<file path="src/rtl/dac_frame_sequencer.sv">
// dac_frame_sequencer
// Turns a pair of 16-bit channel samples into two 24-bit DAC command words
// (write input register A, then write B and update both outputs) and hands
// them one at a time to an SPI serializer. It uses a send strobe and watches
// the serializer's ready line go low (accepted) and high again (finished).
// A single pending slot buffers the next sample pair; the latest sample wins.
// Optional macro DAC_INIT_SEQ_EN: after reset, send a software-reset word and
// an internal-reference-on word before the first sample frame.
`timescale 1ns/1ps
module dac_frame_sequencer #(
  parameter int ACK_TIMEOUT = 64,
  parameter bit SIGNED_IN   = 1'b1
) (
  input  logic        i_clock,
  input  logic        i_reset_n,
  input  logic        i_sample_valid,
  input  logic [15:0] i_sample_a,
  input  logic [15:0] i_sample_b,
  input  logic        i_dac_ready,
  output logic [23:0] o_dac_data,
  output logic        o_dac_send,
  output logic        o_frame_done,
  output logic        o_overrun,
  output logic        o_timeout,
  output logic        o_idle
);

  typedef enum logic [1:0] {IDLE, SEND, WAIT_ACK, WAIT_DONE} state_t;

`ifdef DAC_INIT_SEQ_EN
  typedef enum logic [1:0] {IDX_A = 2'd0, IDX_B = 2'd1, IDX_INIT0 = 2'd2, IDX_INIT1 = 2'd3} word_idx_t;
  localparam state_t    RESET_STATE = SEND;
  localparam word_idx_t RESET_IDX   = IDX_INIT0;
`else
  typedef enum logic [1:0] {IDX_A = 2'd0, IDX_B = 2'd1} word_idx_t;
  localparam state_t    RESET_STATE = IDLE;
  localparam word_idx_t RESET_IDX   = IDX_A;
`endif

  // Last counter value tolerated while ready stays high after a send.
  localparam logic [7:0] ACK_LAST = 8'(ACK_TIMEOUT - 1);

  state_t      state, state_nxt;
  word_idx_t   idx, idx_nxt;
  logic [7:0]  ack_cnt, ack_cnt_nxt;
  logic        slot_full, slot_full_nxt;
  logic [15:0] slot_a, slot_a_nxt, slot_b, slot_b_nxt;
  logic [15:0] work_a, work_a_nxt, work_b, work_b_nxt;
  logic [23:0] data_nxt;
  logic        send_nxt, done_nxt, overrun_nxt, timeout_nxt;
  logic        consume;

  // Two's complement to offset binary is a flip of the sign bit.
  function automatic logic [15:0] to_dac_code(input logic [15:0] d);
    return SIGNED_IN ? (d ^ 16'h8000) : d;
  endfunction

  function automatic logic [23:0] frame_word(input word_idx_t sel,
                                             input logic [15:0] a,
                                             input logic [15:0] b);
    logic [23:0] w;
    case (sel)
      IDX_A:     w = {8'h00, to_dac_code(a)};
      IDX_B:     w = {8'h11, to_dac_code(b)};
`ifdef DAC_INIT_SEQ_EN
      IDX_INIT0: w = 24'h280001;
      IDX_INIT1: w = 24'h380001;
`endif
      default:   w = 24'h000000;
    endcase
    return w;
  endfunction

  // Next-state, slot and output-pulse decisions.
  always_comb begin
    state_nxt     = state;
    idx_nxt       = idx;
    ack_cnt_nxt   = ack_cnt;
    work_a_nxt    = work_a;
    work_b_nxt    = work_b;
    data_nxt      = o_dac_data;
    send_nxt      = 1'b0;
    done_nxt      = 1'b0;
    timeout_nxt   = 1'b0;
    overrun_nxt   = 1'b0;
    slot_a_nxt    = slot_a;
    slot_b_nxt    = slot_b;
    slot_full_nxt = slot_full;
    consume       = 1'b0;

    case (state)
      IDLE: begin
        if (slot_full && i_dac_ready) begin
          consume    = 1'b1;
          work_a_nxt = slot_a;
          work_b_nxt = slot_b;
          idx_nxt    = IDX_A;
          state_nxt  = SEND;
        end
      end
      SEND: begin
        // Holding here while ready is low keeps the strobe off a busy serializer.
        if (i_dac_ready) begin
          data_nxt    = frame_word(idx, work_a, work_b);
          send_nxt    = 1'b1;
          ack_cnt_nxt = 8'd0;
          state_nxt   = WAIT_ACK;
        end
      end
      WAIT_ACK: begin
        if (!i_dac_ready) begin
          state_nxt = WAIT_DONE;
        end else if (ack_cnt >= ACK_LAST) begin
          timeout_nxt = 1'b1;
          state_nxt   = IDLE;
        end else if (ack_cnt != 8'hFF) begin
          ack_cnt_nxt = ack_cnt + 8'd1;
        end
      end
      WAIT_DONE: begin
        if (i_dac_ready) begin
          case (idx)
            IDX_A: begin
              idx_nxt   = IDX_B;
              state_nxt = SEND;
            end
            IDX_B: begin
              done_nxt  = 1'b1;
              state_nxt = IDLE;
            end
`ifdef DAC_INIT_SEQ_EN
            IDX_INIT0: begin
              idx_nxt   = IDX_INIT1;
              state_nxt = SEND;
            end
            IDX_INIT1: state_nxt = IDLE;
`endif
            default: state_nxt = IDLE;
          endcase
        end
      end
      default: state_nxt = IDLE;
    endcase

    // A new sample arriving as the slot is consumed simply refills it.
    if (consume) slot_full_nxt = 1'b0;
    if (i_sample_valid) begin
      slot_a_nxt    = i_sample_a;
      slot_b_nxt    = i_sample_b;
      slot_full_nxt = 1'b1;
      overrun_nxt   = slot_full && !consume;
    end
  end

  // Control state and registered outputs; reset clears everything visible.
  always_ff @(posedge i_clock or negedge i_reset_n) begin
    if (!i_reset_n) begin
      state        <= RESET_STATE;
      idx          <= RESET_IDX;
      ack_cnt      <= 8'd0;
      slot_full    <= 1'b0;
      o_dac_data   <= 24'd0;
      o_dac_send   <= 1'b0;
      o_frame_done <= 1'b0;
      o_overrun    <= 1'b0;
      o_timeout    <= 1'b0;
    end else begin
      state        <= state_nxt;
      idx          <= idx_nxt;
      ack_cnt      <= ack_cnt_nxt;
      slot_full    <= slot_full_nxt;
      o_dac_data   <= data_nxt;
      o_dac_send   <= send_nxt;
      o_frame_done <= done_nxt;
      o_overrun    <= overrun_nxt;
      o_timeout    <= timeout_nxt;
    end
  end

  // Sample storage needs no reset: slot_full and the state decide its meaning.
  always_ff @(posedge i_clock) begin
    slot_a <= slot_a_nxt;
    slot_b <= slot_b_nxt;
    work_a <= work_a_nxt;
    work_b <= work_b_nxt;
  end

  // Idle is forced low while reset is held, even though the state reads IDLE.
  assign o_idle = i_reset_n && (state == IDLE) && !slot_full;

endmodule

</file>
<file path="config.mk">
export PLATFORM = sky130hd
export DESIGN_NAME = dac_frame_sequencer
export DESIGN_NICKNAME = d
export VERILOG_FILES = /design/src/rtl/dac_frame_sequencer.sv
export SDC_FILE = /design/constraint.sdc
export NUM_CORES = 1
export LEC_CHECK = 0
export ABC_AREA = 1
export BUFFER_PORTS_ARGS = -buffer_cell sky130_fd_sc_hd__buf_2
export CAP_MARGIN = 20
export CORE_MARGIN = 1
export CORE_UTILIZATION = 45
export CTS_CLUSTER_SIZE = 24
export DETAILED_ROUTE_END_ITERATION = 8
export GPL_ROUTABILITY_DRIVEN = 0
export PLACE_DENSITY = 0.72
export SLEW_MARGIN = 20
export SYNTH_ARGS = -nofsm -noshare
export SYNTH_HDL_FRONTEND = slang
export SYNTH_SLANG_ARGS = --single-unit
export TNS_END_PERCENT = 30
</file>
<file path="constraint.sdc">
create_clock -name i_clock -period 2.73 [get_ports i_clock]
set_input_delay 0.1365 -clock i_clock [delete_from_list [all_inputs] [get_ports i_clock]]
set_output_delay 0.1365 -clock i_clock [all_outputs]
set_load 0.01 [all_outputs]
</file>
**Word level (Yosys, flattened, before mapping)**

Index checks and enable logic that the tools add are counted.

- Flip-flop bits (word level): 105
- Input bits: 36
- Output and inout port bits: 29
- Logic and storage cells: 76

- Add/sub/neg operators: 1
- $lt $le $gt $ge: 1
- Eq/ne operators: 13
- Mux-type cells: 30
- Bitwise gates (word level): 2
- Reductions and logical operators: 16

Operator list:

| operator | count |
|---|---|
| case mux 21 bit (2 select lines) | 1 |
| two-way mux 8 bit | 4 |
| two-way mux 2 bit | 8 |
| case mux 8 bit (2 select lines) | 1 |
| two-way mux 1 bit | 14 |
| inequality test 2 bit, second input constant | 7 |
| adder 8 x 1 -> 8 bit, second input constant | 1 |
| >= comparator 8 x 6 -> 1 bit, second input constant | 1 |
| inequality test 8 bit, second input constant | 1 |
| case mux 2 bit (4 select lines) | 1 |
| AND reduction 4 bit | 2 |
| nonzero test 2 bit | 3 |
| AND reduction 5 bit | 1 |
| equality test 2 x 1 -> 1 bit, second input constant | 2 |
| equality test 2 bit, second input constant | 2 |
| logical AND 1 bit | 4 |
| zero test 2 bit | 2 |
| case mux 2 bit (2 select lines) | 1 |
| AND reduction 2 bit | 2 |
| inequality test 3 bit, second input constant | 1 |
| zero test 1 bit | 2 |
| inverter 1 bit | 2 |

**Logic depth before layout (Yosys ltp)**

- Word-level depth: 6
- Gate-level depth with buffers: 8
- Gate-level depth less buffers: 8

**Worst setup path after synthesis**

OpenSTA, ideal clock, no wires.

- Kind: reg-to-reg
- From: reg state[1]
- To: reg work_a[0], enable pin
- Setup time: 421 ps
- Arrival time: 1,957 ps
- Data required time: 2,309 ps
- Path slack: 352 ps
- Cell stages (with the launch flop): 4
- Buffers on the path: 0
- Clock period less this slack: 2,378 ps
- Path through: dfrtp_1 > inv_1 > nand2_1 > nor2_1

- Cells in the longest elaborated chain, start to end: 2

RTL lines:

| item | line | RTL |
|---|---|---|
| start: declaration | 43 | `state_t state, state_nxt;` |
| start signal: assignment | 168 | `state <= state_nxt;` |
| zero test 2 bit | 91 | `case (state)` |
| AND reduction 2 bit (no line) | -- |  |
| end signal: assignment | 184 | `work_a <= work_a_nxt;` |
| end: declaration | 48 | `logic [15:0] work_a, work_a_nxt, work_b, work_b_nxt;` |

Every way passes these cells.
A chain may end at the register's enable or synchronous reset.

**Worst setup path in the final report**

- From: reg idx[0]
- To: reg o_dac_data[6]

- Cells in the longest elaborated chain, start to end: 2
- Elaborated cells between the ends (all ways): 3
- Those cells by class: 1 x eq/ne; 1 x mux; 1 x reduce/logical

RTL lines:

| item | line | RTL |
|---|---|---|
| start: declaration | 44 | `word_idx_t idx, idx_nxt;` |
| start signal: assignment | 169 | `idx <= idx_nxt;` |
| equality test 2 x 1 -> 1 bit or zero test 2 bit (tied branches) | 62 | `case (sel)` |
| case mux 21 bit (2 select lines) * | 62 |  |
| end signal: assignment | 172 | `o_dac_data <= data_nxt;` |
| end: declaration | 20 | `output logic [23:0] o_dac_data,` |

Every way passes the cells marked *; elsewhere a longest branch is shown, timed or not.

==> flow_summary_export.csv <==
group,metric,value,unit
grt,grt_pass1_wl,9.72,mm
sta,fmax,508,MHz
grt,gr-total-overflow,0,
synth,syn_area,3610,um2
routing,drt-wirelength-per-cell,12.7,um
hold_path,hold_start,"i_dac_ready",
final_layout,areaGrowthSynthToFinish,24.3,%
synth,yosysWarnings,0,
setup_path,cp.arrival,2180,ps
floorplan,io_pins,65,
routing,viasPerCell,4.64,
grt,grt_max_degree,35,
sta,grt_setup_unrepaired,"no",
sta,skew,6.14,ps
cts,clock_latency,340,ps
floorplan,core_area,7730,um2
power,pwr-share-comb,0.234,
power,switching_share,0.303,
floorplan,dieArea,8380,um2
status,outcome,"complete, no violations",
grt,antenna_found_initial,0,
power,p_int,0.00268,W
sta,worstMarginPinSlew,689,ps
routing,vias,2162,
power,switchingPower,0.00116,W
cts,cts_tree,"built",
grt,gr-usage-met3,0.0385,
setup_path,cp-end-kind,"flop",
placed_design,placed_area,3970,um2
synth,synth_cell_types,30,
routing,drc,0,
power,vdd_drop_max,518,uV
power,clkPwrFrac,0.223,
routing,antenna_left,0,
cts,cts_buffer_depth,2,
cts,htree_levels,3,
setup_path,crit_type,"flop to flop",
cts,cts_root_buffer,"clkbuf_8",
placed_design,dp_hpwl,3.57,mm
cts,numCtsBuffers,9,
synth,yosysSeqAreaShare,0.762,
final_layout,fill_cells,588,
grt,met2_usage,0.276,
placed_design,placed_cells,417,
flow_run,maxCapViolations,0,
hold_path,min_path_type,"primary input to flop",
setup_path,path_max_fanout,19,
cts,cts_resized,0,
power,power.density,859,nW/um2
cts,path_clk_slew,80,ps
sta,slew_headroom,0.540,
sta,finalHoldViolCount,0,
power,p_seq_frac,0.543,
setup_path,start_kind,"flop",
sta,fin_tns_setup,0,ps
final_layout,drive_gt1_frac,0.253,
final_layout,finalNetCount,396,
synth,synth_top_area_frac,0.533,
floorplan,fp.dieW,91.5,um
synth,syn_area_per_cell,13.7,um2
floorplan,dieHeight,91.5,um
setup_path,reg2reg_from,"idx[0]",
sta,post-route-period-util,0.721,
placed_design,io_buffers,58,
sta,finalCriticalPeriod,1970,ps
power,p_leak,1.91,nW
sta,drv_slew,0,
synth,synth_top_cell_by_area,"edfxtp_1",
setup_path,cp-startpoint,"idx[0]",
grt,grt_usage,0.154,
routing,drtPass1Iterations,4,
final_layout,insertedDiodeCount,0,
synth,synthTopCellsByArea,"edfxtp_1 (53%), dfrtp_1 (23%), nand2_1 (5.6%)",
grt,use_met1,0.177,
final_layout,fin_util,0.580,
synth,netlist_instances,263,
grt,top_usage_layer,"met2",
floorplan,initial_core_util,0.467,
sta,setup_viol,0,
routing,drt_iter0_markers,127,
routing,drt_wl_total,5.92,mm
floorplan,rows,32,
setup_path,crit_required,2940,ps
grt,grt_pass1_vias,2183,
synth,postSynthRegisterBits,97,
final_layout,fin_cells,466,
cts,cts_sinks,97,
final_layout,final_area,4480,um2
==> power groups by stage <==
| stage | Clock [W] | Sequential (W) | Combinational [W] |
|---|---|---|---|
| final | 0.000860 | 0.00209 | 0.000900 |
| after global routing | 0.000928 | 0.00213 | 0.00101 |
| after CTS | 0.000878 | 0.00209 | 0.000913 |
| after detailed placement | 0 | 0.00212 | 0.000874 |
| after global placement | 0 | 0.00211 | 0.000839 |
| after floorplan | 0 | 0.00213 | 0.000563 |
==> area by class of cell <==
type	count	area, um2	share of cell area
Inverter	12	45.0	0.0101
Sequential cell	97	2750	0.613
Timing Repair Buffer	93	636	0.142
Clock buffer	13	139	0.0310
Multi-Input combinational cell	146	744	0.166
Tap cell	102	128	0.0285
Clock inverter	3	41.3	0.00922
==> routing by layer <==
layer / vias to the layer above / routed length [um]
met5: - / 0
met4: 0 / 89
met3: 11 / 272
met2: 52 / 3150
met1: 1021 / 2410
li1: 1078 / -
==> logic make-up (layout without fill, tap and decap cells) <==
logic type               Yosys count  in the layout  synth area share
AND/OR/NAND/NOR                  109            109             0.124
flip-flops                        97             97             0.762
AO/OA/AOI/OAI                     27             27            0.0649
buffers and inverters             25            121            0.0375
XOR/XNOR                           3              3           0.00729
adder cells (fa/ha/maj)            1              1           0.00347
other                              1              6           0.00104
==> cells in the mapped netlist <==
| cell type | n |
|---|---|
| edfxtp_1 | 64 |
| nand2_1 | 54 |
| nor2_1 | 39 |
| dfrtp_1 | 33 |
| o31ai_2 | 11 |
| inv_1 | 9 |
| buf_4 | 8 |
| nand3_1 | 7 |
| o21ai_0 | 5 |
| o31ai_1 | 4 |
| a21oi_1 | 3 |
| buf_2 | 3 |
| inv_2 | 2 |
| nand2_2 | 2 |
| nor2_2 | 2 |
| o21ai_1 | 2 |
| xor2_1 | 2 |
| a21oi_2 | 1 |
| buf_6 | 1 |
| clkbuf_1 | 1 |
| clkinv_1 | 1 |
| conb_1 | 1 |
| ha_1 | 1 |
| nand3b_1 | 1 |
| nor2_4 | 1 |
| nor3_1 | 1 |
| nor3b_1 | 1 |
| o211ai_1 | 1 |
| or2_2 | 1 |
| xnor2_1 | 1 |
==> worst paths after layout <==
check | endpoint | slack (ps) | cells past startpoint
setup / recovery | o_dac_data[6] | 760 | 3
min in group asynchronous | o_dac_data[3] | 390 | 3
max in group asynchronous | o_dac_data[10] | 2030 | 3
hold reg to reg | work_a[10] | 420 | 0
hold / removal | o_dac_send | 140 | 3
setup reg to reg | o_dac_data[6] | 760 | 3
==> state kept, by name, indices dropped and copies added (netlist names), 2 cells and up <==
name and count:
work_b 16, o_dac_data 17, work_a 16, slot_b 16
ack_cnt 8, slot_a 16, state 2
==> placed cells by master, fill, tap and decap left out <==
cell type      netlist  routed
a21oi_1              3       3
a21oi_2              1       1
buf_2                3      58
buf_4                8       2
bufinv_16            0       1
clkbuf_1             1       4
clkbuf_8             0       9
clkinv_1             1       2
clkinvlp_4           0       1
conb_1               1       6
dfrtp_1             33      33
dlygate4sd3_1        0      33
edfxtp_1            64      64
ha_1                 1       1
inv_1                9       9
inv_2                2       2
nand2_1             54      54
nand2_2              2       2
nand3_1              7       7
nand3b_1             1       1
nor2_1              39      38
nor2_2               2       3
nor2_4               1       1
nor3_1               1       1
nor3b_1              1       1
o211ai_1             1       1
o21ai_0              5       5
o21ai_1              2       2
o31ai_1              4       4
o31ai_2             11      11
or2_2                1       1
xnor2_1              1       1
xor2_1               2       2
==> timing repair <==
action,CTS,global route
hold buffers,33,0
buffers inserted,0,0
endpoints found under the hold margin,65,0
==> critical path: stages (launching register included) <==
cell	delay, ps
dfrtp_1	770
clkinv_1	670
nor2_1	310
o31ai_2	90
==> through the flow <==
step                worst slack [ps]  hold WS [ps]  power [W]
floorplan                        352          -159    0.00269
global placement                 873           246    0.00295
detailed placement               790           233    0.00299
CTS                              752           118    0.00388
global route                     592           147    0.00407
finish                           760           138    0.00385
No activity file was read; power rests on OpenSTA's default activity.
